`src/rtl/uart_gonderim_fifo.sv`:
```
// Transmit-side circular byte FIFO feeding the UART transmitter; also holds a
// stable copy of the last popped byte for the whole outgoing frame.
module uart_gonderim_fifo #(
  parameter  int DERINLIK  = 16,
  localparam int ADRES_BIT = $clog2(DERINLIK)
) (
  input  logic               clk_i,
  input  logic               rstn_i,
  input  logic               temizle_i,
  input  logic               yaz_gecerli_i,
  input  logic [7:0]         yaz_veri_i,
  output logic               yaz_hazir_o,
  output logic               veri_gecerli_o,
  input  logic               consume_i,
  output logic [7:0]         bas_veri_o,
  output logic [7:0]         gonderilen_veri_o,
  output logic [ADRES_BIT:0] doluluk_o,
  output logic               bos_o,
  output logic               dolu_o,
  output logic               tasma_o
);

  localparam logic [ADRES_BIT:0]   DOLU_SAYI = (ADRES_BIT+1)'(DERINLIK);
  localparam logic [ADRES_BIT:0]   SAYAC_BIR = (ADRES_BIT+1)'(1);
  localparam logic [ADRES_BIT-1:0] PTR_BIR   = ADRES_BIT'(1);

  logic [7:0]           mem_q [DERINLIK];
  logic [ADRES_BIT-1:0] yaz_ptr_q, yaz_ptr_d;
  logic [ADRES_BIT-1:0] oku_ptr_q, oku_ptr_d;
  logic [ADRES_BIT:0]   sayac_q, sayac_d;
  logic                 tasma_q, tasma_d;
  logic [7:0]           gonderilen_q, gonderilen_d;
  logic                 pop_ok, push_ok;

  // A pop frees a slot in the same cycle, so a full FIFO still accepts a push
  // alongside an accepted pop; there is no fall-through on empty.
  assign pop_ok  = consume_i && (sayac_q != '0);
  assign push_ok = yaz_gecerli_i && ((sayac_q != DOLU_SAYI) || pop_ok);

  always_comb begin
    yaz_ptr_d    = yaz_ptr_q;
    oku_ptr_d    = oku_ptr_q;
    sayac_d      = sayac_q;
    tasma_d      = tasma_q;
    gonderilen_d = gonderilen_q;
    if (temizle_i) begin
      // Flush leaves the held byte alone so a frame in flight stays intact.
      yaz_ptr_d = '0;
      oku_ptr_d = '0;
      sayac_d   = '0;
      tasma_d   = 1'b0;
    end else begin
      if (push_ok) begin
        yaz_ptr_d = yaz_ptr_q + PTR_BIR;
      end
      if (pop_ok) begin
        oku_ptr_d    = oku_ptr_q + PTR_BIR;
        gonderilen_d = mem_q[oku_ptr_q];
      end
      if (yaz_gecerli_i && !push_ok) begin
        tasma_d = 1'b1;
      end
      case ({push_ok, pop_ok})
        2'b10:   sayac_d = sayac_q + SAYAC_BIR;
        2'b01:   sayac_d = sayac_q - SAYAC_BIR;
        default: sayac_d = sayac_q;
      endcase
    end
  end

  always_ff @(posedge clk_i or negedge rstn_i) begin
    if (!rstn_i) begin
      yaz_ptr_q    <= '0;
      oku_ptr_q    <= '0;
      sayac_q      <= '0;
      tasma_q      <= 1'b0;
      gonderilen_q <= '0;
    end else begin
      yaz_ptr_q    <= yaz_ptr_d;
      oku_ptr_q    <= oku_ptr_d;
      sayac_q      <= sayac_d;
      tasma_q      <= tasma_d;
      gonderilen_q <= gonderilen_d;
    end
  end

  // Storage carries no reset; contents are meaningful only below sayac_q.
  always_ff @(posedge clk_i) begin
    if (push_ok && !temizle_i) begin
      mem_q[yaz_ptr_q] <= yaz_veri_i;
    end
  end

  assign bas_veri_o        = mem_q[oku_ptr_q];
  assign gonderilen_veri_o = gonderilen_q;
  assign doluluk_o         = sayac_q;
  assign bos_o             = (sayac_q == '0);
  assign dolu_o            = (sayac_q == DOLU_SAYI);
  assign veri_gecerli_o    = !bos_o;
  assign yaz_hazir_o       = !dolu_o;
  assign tasma_o           = tasma_q;

endmodule

```
`config.mk`:
```
export PLATFORM = sky130hd
export DESIGN_NAME = uart_gonderim_fifo
export DESIGN_NICKNAME = d
export VERILOG_FILES = /design/src/rtl/uart_gonderim_fifo.sv
export SDC_FILE = /design/constraint.sdc
export NUM_CORES = 1
export LEC_CHECK = 0
export CORE_MARGIN = 5
export CORE_UTILIZATION = 45
export CTS_CLUSTER_SIZE = 24
export DETAILED_ROUTE_END_ITERATION = 7
export PLACE_DENSITY = 0.7
export SYNTH_ARGS = -nofsm -noshare
export SYNTH_HDL_FRONTEND = slang
export SYNTH_SLANG_ARGS = --single-unit
```
`constraint.sdc`:
```
create_clock -name clk_i -period 2.6 [get_ports clk_i]
set_input_delay 0.52 -clock clk_i [delete_from_list [all_inputs] [get_ports clk_i]]
set_output_delay 0.52 -clock clk_i [all_outputs]
set_load 0.01 [all_outputs]
```
==> results of run 1 <==
## synth_stat cells, drive strengths merged (2+ instances only)
master	instances	share of area, %
xnor2	2	0.28
xor2	4	0.56
nand3	2	0.16
o2111ai	2	0.28
or2	10	1.0
mux2	4	0.72
a21oi	5	0.46
and2	2	0.20
mux4	24	8.7
o211ai	3	0.36
dfrtp	22	8.8
mux2i	21	3.3
or3	2	0.20
nand2	15	0.90
ha	8	1.6
buf	11	1.2
a2bb2oi	2	0.28
edfxtp	128	61
a22oi	7	0.84
clkbuf	9	0.54
inv	18	1.1
a221oi	7	0.98
nor2	29	1.7
o21ai	10	0.80
a21boi	8	0.96
nor2b	7	0.70
## metal layers
layer  vias up  track usage, %  wire length, um
met5         -               0                0
li1       1601               -                -
met3        17            3.88             1010
met2       119            27.9             6500
met4         0            6.43              166
met1      1767            22.5             5350
## power groups by stage
stage	combinational [mW]	sequential (mW)	clock [mW]
2_1_floorplan	1.01	2.91	0
3_3_place_gp	1.69	2.87	0
3_5_place_dp	1.74	2.87	0
4_1_cts	2.01	2.83	2.49
5_1_grt	2.13	2.84	2.61
6_report	1.95	2.83	2.47
## worst max-delay path by stage
stage | cells past startpoint | startpoint | slack (ps) | to
floorplan | 10 | doluluk_o[1]$_DFFE_PN0P_ | 30 | doluluk_o[4]$_DFFE_PN0P_
global placement | 6 | oku_ptr_q[0]$_DFFE_PN0P_ | -110 | bas_veri_o[5]
detailed placement | 6 | oku_ptr_q[0]$_DFFE_PN0P_ | -160 | bas_veri_o[1]
CTS | 8 | oku_ptr_q[0]$_DFFE_PN0P_ | -200 | bas_veri_o[7]
global route | 6 | oku_ptr_q[0]$_DFFE_PN0P_ | -220 | bas_veri_o[0]
finish | 7 | oku_ptr_q[0]$_DFFE_PN0P_ | -140 | bas_veri_o[1]
## through the flow
stage          instances  setup TNS [ps]  utilization (%)  area [sq um]
6_report             648            -838             57.6          7930
3_5_place_dp         608           -1090             51.4          7070
3_3_place_gp         608            -731             51.4          7070
4_1_cts              650           -1210             57.4          7910
5_1_grt              648           -1560             57.6          7930
2_1_floorplan        374               0                -          6280
## sequential cells by signal, indices dropped and copies added (netlist names)
| name | count |
|---|---|
| doluluk_o | 5 |
| gonderilen_veri_o | 8 |
| mem_q | 128 |
| oku_ptr_q | 4 |
| tasma_o | 1 |
| yaz_ptr_q | 4 |
## critical path: cells and delay by family (launching register included)
kind | cells | cell delay, ps
buffers and inverters | 4 | 430
flip-flops | 1 | 410
AO/OA/AOI/OAI | 2 | 440
multiplexers | 1 | 510
## repair_timing
action / CTS / global route
resized for setup: 74 / 13
buffers inserted: 10 / 0
hold buffers: 0 / 0
gates cloned: 1 / 0
pin swaps: 14 / 6
endpoints found under the setup margin: 10 / 10
## final cells by class
| class | count | area, sq um | share of cell area (%) |
|---|---|---|---|
| inverters | 18 | 67.6 | 0.852 |
| clock buffers | 24 | 526 | 6.63 |
| clock inverters | 8 | 85.1 | 1.07 |
| multi-input cells | 186 | 1860 | 23.5 |
| repair buffers | 82 | 764 | 9.64 |
| well taps | 180 | 225 | 2.84 |
| flip-flops and latches | 150 | 4400 | 55.5 |
## cell usage in the layout (no fill, tap or decap), drive strengths merged, types with 2 or more instances in the layout
cell	instances
a21oi	5
o2111ai	2
clkbuf	24
clkdlybuf4s50	28
inv	20
nor2	29
a22oi	7
o211ai	3
mux4	24
and2	2
edfxtp	128
o21ai	10
xor2	4
a21boi	8
a221oi	7
clkinv	3
clkinvlp	2
xnor2	2
dfrtp	22
buf	52
mux2i	21
a2bb2oi	2
mux2	4
or3	2
nor2b	7
nand2	15
ha	8
nand3	2
or2	10
## logic make-up after synthesis
kind of cell               count (synthesis)  share of synthesized area, %
DFF                                      150                          70.0
and+or+nand+nor                           72                          5.54
AOI/OAI and AO/OA                         50                          6.14
muxes                                     49                          12.7
buffers and inverters                     38                          2.81
adders and majority gates                  9                          1.91
xor gates and xnor gates                   6                         0.837
==> results.md, run 1 <==
* Sequential Power Share at 39.0%
* CP arrival at 2220 ps
* Int Pwr at 5.33 mW
* Final WS setup at -138 ps
* Number of synthesized register bits at 150
* Worst Setup Slack post-DPL at -160 ps
* Peak VDD IR at 0.563 mV
* Clock power frac at about a third
* CP required at 2080 ps
* GPL Wtd Cong at approximately 0.79
* Synthesized area at 6280 sq um
* Ys Warns at 0
* Max_slew headroom at between 40% and 50%
* Max stage delay cell, worst path: mux4_2
* Chip width at 128 um
* Total CTS buffers at 17
* Tot Pwr at 7.25 mW
* Layout fillers at 1042
* Most Frequent Cell on Critical Path: buf_12
* Num ports at 39
* Max-slew violation count at 0
* Total Wirelength at 13.0 mm
* Clk sinks at 150
* Max incr delay on CP at ~510 ps
* Min Tclk post-route at 2740 ps
* Post-synth EDFFs at 128
* H-tree depth at 4
* Rows at 43
* Clock Pin Slew Worst Setup and Hold Paths at 60 ps
* Setup crit end kind: primary output
* Vias/cell at approximately 5.4
* Worst clock skew at 7.25 ps
* Worst setup SP type: flop
* Clock latency on the worst-skew pair at 420 ps
* Comb power frac at 27.0%
* Reg2reg end: doluluk_o[4]$_DFFE_PN0P_
* Final net count at 477
* Switching pwr at just under 2 mW
* Ys flop type: edfxtp_1
* R2R depth at 9
* Antenna diode count at 0
* Initial antenna violation count at 0
* Leakage power at 2.84 nW
* Dpl hpwl at 8.53 mm
* CTS Buffer Depth at 2
* Via count at 3504
* DR WL/cell at 20.1 um
* Starting Density at 45.6%
* Port-buffer cells at 38
* Post-synth net total at 396
* GRT Util Overall at 17.1%
* CP Cell Sequence: buf_12, buf_12, mux4_2, a22oi_2, a21boi_2, inv_1, buf_6
* Sw frac at a little over a quarter
* DRT iter0 DRCs at 292
* Worst hold slack at 463 ps
* DIE HEIGHT at 128 um
* Status: complete, but fails checks
* Peak Freq at 0.365 GHz
* Seq/Total Area, Yosys at 70.0%
* Flop2flop setup slack at roughly 140 ps
* Violated checks: setup timing
* Core Region at 13800 sq um
* Total die area at 16400 sq um
* Power Density at 915 nW/um^2
* Final Cycle Share at 105%
* Crit path max fanout at 6
* Cells after synthesis at roughly 370
* RSZ-0062 raised after global routing: yes
* Worst setup path class: reg2out
* Reg-to-Reg Start: doluluk_o[1]$_DFFE_PN0P_
* First-pass GRT wire length at 20.7 mm
* Share of cells above drive strength 1 at roughly a third
* Worst-Margin Slew at 851 ps
* Antenna viol nets, final at 0
* Area Growth Syn to Fin at 26.3%
* Total grt overflow at 0
* Max-capacitance violation count at 0
* CTS tree: done
* Vias in the first global route at 3680
* Count of different cell masters after synthesis at 47
* Final setup viols at 8
* Largest net degree at the start of global routing at 23
* FFs w/ async S/R, synth at 14.7%
* CTS root buffer: clkbuf_16
* HP Class: in2async
* Drt pass-1 iters at 4
* DR DRC count at 0
* Final hold vios at 0
* Synth Area per Inst at about 17 sq um
Note: power is estimated with default switching activity, not from simulation.
==> run 2, diff against run 1 <==
ABC_AREA = 1   (was unset)
PLACE_DENSITY = 0.67   (was 0.7)
RECOVER_POWER = 50   (was unset)
clock period = 3.1 ns   (was 2.6 ns; I/O delays follow)
==> run 2 against run 1 <==
  * Largest power group unchanged
  * Sequential share of layout area up 1.7 points
  * Total power down 19%
  * Core utilization down 4.0 points
  * Register-to-register slack better by 750 ps
  * First-iteration DRC count up 43%
  * Global-route usage up 1.9 points
  * Via count up 27%
  * Critical path depth up 2
  * Count of clock-buffer cells in the layout up 3
  * The flow now finishes without violations
  * Routed wire length up 17%
==> results.md, run 2 <==
* Status: completed (was complete, but fails checks)
* Switching pwr at 1.76 mW (was 1.92 mW)
* GPL Wtd Cong at 0.841 (was 0.787)
* Dpl hpwl at 10.0 mm (was 8.53 mm)
* RSZ-0062 raised after global routing: yes (unchanged)
* Final hold vios at 0 (unchanged)
* Peak VDD IR at 0.426 mV (was 0.563 mV)
* Ys flop type: edfxtp_1 (unchanged)
* DR WL/cell at 17.8 um (was 20.1 um)
* Share of cells above drive strength 1 at 10.4% (was 32.7%)
* Comb power frac at 27.3% (was 27.0%)
* Post-synth net total at 617 (was 396)
* Worst-Margin Slew at 1330 ps (was 851 ps)
* DR DRC count at 0 (unchanged)
* Count of different cell masters after synthesis at 31 (was 47)
* Adder-Cell Fraction of Synth Area at 1.85% (was 1.91%)
* Worst clock skew at 6.40 ps (was 7.25 ps)
* Worst setup SP type: flop (unchanged)
* Max reg flops at 128 (unchanged)
* Sequential Power Share at 40.6% (was 39.0%)
* Post-synth top area share at 59.1% (was 61.2%)
* Worst hold slack at 481 ps (was 463 ps)
* Vias/cell at 5.19 (was 5.41)
* Power Density at 763 nW/um^2 (was 915 nW/um^2)
* Mux share of post-synthesis cell area at 0% (was 12.7%)
* CTS root buffer: clkbuf_16 (unchanged)
* GRT Util Overall at 19.0% (was 17.1%)
* CTS Buffer Depth at 2 (unchanged)
* Largest family of logic cells by synthesized area: simple AND/OR/NAND/NOR gates (was multiplexers)
* Number of synthesized register bits at 150 (unchanged)
* XOR/XNOR Fraction of Synth Area at 0.269% (was 0.837%)
* Synth area leader: edfxtp_1 (unchanged)
* Setup crit end kind: primary output (unchanged)
* R2R depth at 7 (was 9)
* DIE HEIGHT at 130 um (was 128 um)
* Design Area, Final at 7700 sq um (was 7930 sq um)
* Core Region at 14400 sq um (was 13800 sq um)
* First-pass GRT wire length at 23.7 mm (was 20.7 mm)
* Max-slew violation count at 0 (unchanged)
* CP arrival at 2360 ps (was 2220 ps)
* Total grt overflow at 0 (unchanged)
* CTS tree: done (unchanged)
* HP Class: reg2reg (was in2async)
* Top post-synthesis cells by area: edfxtp_1, nand2_1, dfrtp_1 (was edfxtp_1, dfrtp_1, mux4_2)
* Seq/Total Area, Yosys at 67.5% (was 70.0%)
* Leakage power at 2.96 nW (was 2.84 nW)
* Most frequent cells after synthesis: nand2_1, edfxtp_1, nor2_1 (was edfxtp_1, nor2_1, mux4_2)
* Final net count at 680 (was 477)
* Max-capacitance violation count at 0 (unchanged)
* Final Core Density at 53.6% (was 57.6%)
* Cells after synthesis at 595 (was 374)
* Synthesized area at 6510 sq um (was 6280 sq um)
* Post-synth EDFFs at 128 (unchanged)
* Clock Pin Slew Worst Setup and Hold Paths at 60 ps (about the same)
* Worst Setup Slack post-DPL at 317 ps (was -160 ps)
* FFs w/ async S/R, synth at 14.7% (unchanged)
* Max_slew headroom at 11.1% (was 43.0%)
* Rows at 44 (was 43)
* Int Pwr at 4.11 mW (was 5.33 mW)
* Total die area at 17000 sq um (was 16400 sq um)
* Antenna viol nets, final at 0 (unchanged)
* H-tree depth at 4 (unchanged)
* Drt pass-1 iters at 8 (was 4)
* Most common cell after layout, fill and taps aside: nand2_1 (was edfxtp_1)
* Peak Freq at 0.336 GHz
* Worst setup path class: reg2out (unchanged)
* Ys Warns at 0 (unchanged)
* CP required at 2480 ps (was 2080 ps)
* Clk sinks at 150 (unchanged)
* Tot Pwr at 5.87 mW (was 7.25 mW)
* Antenna diode count at 0 (unchanged)
* Final WS setup at 122 ps (was -138 ps)
* Placement Cell Area at 7150 sq um (was 7070 sq um)
* Starting Density at 45.3% (was 45.6%)
* Port-buffer cells at 38 (unchanged)
* Most frequent cells in the layout: nand2_1, edfxtp_1, nor2_1, nand3_1, clkdlybuf4s50_1 (was edfxtp_1, buf_4, nor2_1, clkdlybuf4s50_1, mux4_2)
* Final setup viols at 0 (was 8)
* Min Tclk post-route at around 3000 ps
* Clock power frac at 32.1% (was 34.0%)
* Clock latency on the worst-skew pair at 420 ps (about the same)
* Area Growth Syn to Fin at 18.3% (was 26.3%)
* Total Wirelength at 15.2 mm (was 13.0 mm)
* Num ports at 39 (unchanged)
* Synth Area in Compound Gates at 4.92% (was 6.14%)
* Largest net degree at the start of global routing at 50 (was 23)
* Vias in the first global route at 4341 (was 3680)
* Cell with the most instances after synthesis: nand2_1 (was edfxtp_1)
* Synth Area per Inst at 10.9 sq um (was 16.8 sq um)
* Total CTS buffers at 17 (unchanged)
* Largest Register: mem_q (unchanged)
* Via count at 4440 (was 3504)
* Crit path max fanout at 36 (was 6)
* Hold Path Stages at 2
* Sw frac at 30.0% (was 26.5%)
* DRT iter0 DRCs at 417 (was 292)
* Initial antenna violation count at 0 (unchanged)
* Final Cycle Share at between 90% and 100%
* Chip width at 130 um (was 128 um)
* Post-Synth Simple-Gate Area at 20.7% (was 5.54%)
## run 2: path summary, 6_finish.rpt
check                                                  from                          endpoint  slack (ps)
setup / recovery                   oku_ptr_q[0]$_DFFE_PN0P_                     bas_veri_o[0]         120
hold / removal             gonderilen_veri_o[6]$_DFFE_PN0P_  gonderilen_veri_o[6]$_DFFE_PN0P_         480
setup reg to reg                   doluluk_o[0]$_DFFE_PN0P_            mem_q[12][1]$_DFFE_PP_         890
hold reg to reg            gonderilen_veri_o[6]$_DFFE_PN0P_  gonderilen_veri_o[6]$_DFFE_PN0P_         480
max in group asynchronous                            rstn_i          oku_ptr_q[0]$_DFFE_PN0P_        1190
min in group asynchronous                            rstn_i  gonderilen_veri_o[3]$_DFFE_PN0P_        1020
## run 2: stage by stage
stage | std cells | TNS, ps
after floorplan | 595 | 0
after global placement | 820 | 0
after detailed placement | 820 | 0
after CTS | 855 | 0
after global routing | 855 | -15.4
final | 855 | 0
## run 2: cells by family (layout without fill, tap and decap cells)
family / Yosys count / count (layout)
xor+xnor: 2 / 2
flops: 150 / 150
buf+inv: 54 / 130
simple gates: 321 / 321
compound gates: 59 / 59
fa+ha+maj: 9 / 9
## run 2: repair_timing
item | 4_1_cts | 5_1_grt
pin swaps | 0 | 0
resized for setup | 1 | 5
buffers inserted | 3 | 0
hold endpoints to repair | 0 | 0
setup endpoints to repair | 7 | 8
hold buffers | 0 | 0
## run 2: layout make-up
| type | count | area [sq um] |
|---|---|---|
| Fill cell | 1218 | 6670 |
| Sequential cell | 150 | 4400 |
| Multi-Input combinational cell | 391 | 1790 |
| Timing Repair Buffer | 67 | 619 |
| Clock buffer | 27 | 493 |
| Tap cell | 184 | 230 |
| Inverter | 31 | 124 |
| Clock inverter | 5 | 47.5 |
## run 2: power groups by stage
stage | combinational [mW] | clock [mW] | sequential (mW)
after floorplan | 0.980 | 0 | 2.44
after global placement | 1.55 | 0 | 2.44
after detailed placement | 1.58 | 0 | 2.44
after CTS | 1.63 | 1.91 | 2.39
after global routing | 1.78 | 2.00 | 2.39
final | 1.60 | 1.88 | 2.39
## run 2: routing by layer
metal	vias to the layer above	wire length [um]	track usage (%)
met2	115	7390	29.5
li1	2144	-	-
met5	-	0	0
met3	26	741	4.30
met1	2155	6750	25.9
met4	0	324	7.82
## run 2: critical path: stages, from the launching register on
cell and delay, ps:
dfrtp_2 450, inv_2 90, buf_12 190, nand2_1 80, nand3_1 90, nand2_1 50
nor2_1 210, nand2_1 100, nand2_1 120, clkdlybuf4s50_1 550
==> run 3, diff against run 2 <==
PLACE_DENSITY = 0.7   (was 0.67)
clock period = 2.7 ns   (was 3.1 ns; I/O delays follow)
==> run 3 against run 2 <==
  * Combinational power rose by 12%
  * Non-clock buffer count rose by 1
  * Sequential share of layout area fell by 0.83 points
  * Clock power rose by 32%
  * Count of clock-buffer cells in the layout fell by 10
  * Global-route usage fell by 0.34 points
  * Critical endpoint unchanged
  * Largest cell class unchanged
  * Largest power group unchanged
==> results.md, run 3 (synthesis results as in run 2) <==
* Flop2flop setup slack at 510 ps (was 890 ps)
* GRT Util Overall at 18.6% (was 19.0%)
* Power Density at 900 nW/um^2 (was 763 nW/um^2)
* Most frequent cells in the layout: nand2_1, edfxtp_1, nor2_1, nand3_1, inv_1 (was nand2_1, edfxtp_1, nor2_1, nand3_1, clkdlybuf4s50_1)
* Hold Path Stages at 2 (unchanged)
* Clock latency on the worst-skew pair at 420 ps (about the same)
* Largest net degree at the start of global routing at 43 (was 50)
* Total die area at 17000 sq um (unchanged)
* DIE HEIGHT at 130 um (unchanged)
* Antenna viol nets, final at 0 (unchanged)
* Final setup viols at 0 (unchanged)
* Reg-to-Reg Start: doluluk_o[0]$_DFFE_PN0P_ (unchanged)
* Busiest grt layer: met2 (unchanged)
* DR DRC count at 0 (unchanged)
* Total Wirelength at 15.0 mm (was 15.2 mm)
* Core Region at 14400 sq um (unchanged)
* Hold Path End: gonderilen_veri_o[6]$_DFFE_PN0P_ (unchanged)
* Total CTS buffers at 17 (unchanged)
* First-pass GRT wire length at 23.5 mm (was 23.7 mm)
* Worst setup SP type: flop (unchanged)
* Rows at 44 (unchanged)
* CP required at 2160 ps (was 2480 ps)
* CTS Buffer Depth at 2 (unchanged)
* Placed Instances at 824 (was 820)
* Peak VDD IR at 0.478 mV (was 0.426 mV)
* R2R depth at 7 (unchanged)
* Placement Cell Area at 7180 sq um (was 7150 sq um)
* Hold_buf cts at 0 (unchanged)
* HP Class: reg2reg (unchanged)
* Largest Register: mem_q (unchanged)
* CTS root buffer: clkbuf_16 (unchanged)
* Final Cycle Share at between 90% and 100%
* Vias/cell at 5.24 (was 5.19)
* Fin cells at 856 (was 855)
* Starting Density at 45.3% (unchanged)
* H-tree depth at 4 (unchanged)
* Crit path max fanout at 16 (was 36)
* Worst clock skew at 6.12 ps (was 6.40 ps)
* Final hold vios at 0 (unchanged)
* Worst-Margin Slew at 1290 ps (was 1330 ps)
* CTS tree: done (unchanged)
* Initial antenna violation count at 0 (unchanged)
* Chip width at 130 um (unchanged)
* Num ports at 39 (unchanged)
* GRT met3 Usage at 3.72% (was 4.30%)
* Final WS setup at 107 ps (was 122 ps)
* Status: completed (unchanged)
* Antenna diode count at 0 (unchanged)
* Drt pass-1 iters at 5 (was 8)
* Max-slew violation count at 0 (unchanged)
* Via count at 4482 (was 4440)
* GPL Wtd Cong at 0.840 (was 0.841)
* Worst Setup Slack post-DPL at 231 ps (was 317 ps)
* Reg2reg end: mem_q[0][1]$_DFFE_PP_ (was mem_q[12][1]$_DFFE_PP_)
* Worst setup path class: reg2out (unchanged)
* Most common cell after layout, fill and taps aside: nand2_1 (unchanged)
* Grt met2 use at 29.7% (was 29.5%)
* Post-CTS setup buffers at 0 (was 3)
* Peak Freq at 0.386 GHz
* Leakage power at 3.01 nW (was 2.96 nW)
* Total grt overflow at 0 (unchanged)
* GRT met1 Usage at 25.5% (was 25.9%)
* Setup crit end kind: primary output (unchanged)
* Final net count at 681 (was 680)
* Dpl hpwl at 9.77 mm (was 10.0 mm)
* Share of cells above drive strength 1 at 12.2% (was 10.4%)
* Area Growth Syn to Fin at 20.1% (was 18.3%)
* Tot Pwr at 7.03 mW (was 5.87 mW)
* Port-buffer cells at 38 (unchanged)
* CP arrival at 2050 ps (was 2360 ps)
* Min Tclk post-route at 2590 ps
* Clk sinks at 150 (unchanged)
* Layout fillers at 1161 (was 1218)
* Vias in the first global route at 4355 (was 4341)
* Max_slew headroom at 14.2% (was 11.1%)
* DR WL/cell at 17.5 um (was 17.8 um)
* Hold_sp: gonderilen_veri_o[6]$_DFFE_PN0P_ (unchanged)
* Design Area, Final at 7810 sq um (was 7700 sq um)
* Max reg flops at 128 (unchanged)
* Clock Pin Slew Worst Setup and Hold Paths at 60 ps (about the same)
* DRT iter0 DRCs at 590 (was 417)
* Max-capacitance violation count at 0 (unchanged)
* Final Core Density at 54.4% (was 53.6%)
## run 3: cell type report
cell class	instances	area, sq um	area share, %
well taps	184	230	2.95
multi-input cells	391	1800	23.0
clock buffers	17	425	5.45
flip-flops and latches	150	4400	56.3
inverters	31	121	1.55
repair buffers	68	639	8.18
clock inverters	15	203	2.59
## run 3: stage by stage
step,TNS (ps),hold WS [ps]
final,0,482
after global routing,-1.67,510
after CTS,-131,484
after detailed placement,0,474
after global placement,0,471
after floorplan,0,244
## run 3: report_power, final
group          switching [mW]  leakage [nW]  internal (mW)  total [mW]
sequential              0.110          1.44           2.64        2.75
clock                   0.929         0.294           1.55        2.48
combinational            1.08          1.27          0.722        1.80
total                    2.12          3.01           4.91        7.03
## run 3: timing repair
item	CTS	global route
endpoints found under the hold margin	0	0
resized for setup	19	6
gates cloned	0	0
pin swaps	1	0
endpoints found under the setup margin	8	6
## run 3: how the worst max path moves through the flow
stage	endpoint	start	depth (start not counted)	slack, ps
floorplan	mem_q[0][0]$_DFFE_PP_	doluluk_o[1]$_DFFE_PN0P_	6	650
global placement	doluluk_o[4]$_DFFE_PN0P_	consume_i	13	270
detailed placement	doluluk_o[4]$_DFFE_PN0P_	consume_i	13	230
CTS	bas_veri_o[7]	oku_ptr_q[1]$_DFFE_PN0P_	8	-130
global route	bas_veri_o[0]	oku_ptr_q[1]$_DFFE_PN0P_	8	-2
finish	bas_veri_o[0]	oku_ptr_q[1]$_DFFE_PN0P_	8	110
## run 3: critical path, stage by stage (launching register included)
cell           delay [ps]
dfrtp_2               440
buf_4                 170
nor2_8                240
nand3_1               110
nand2_1                80
nor2_2                 60
nand2_1               120
nand2_1               110
dlygate4sd2_1         300
## run 3: metal layers
metal  wire, um  share of wire [%]  up-vias
li1           -                  -     2143
met1       6260                 42     2173
met2       7450                 50      137
met3        924                6.2       29
met4        341                2.3        0
met5          0                  0        -
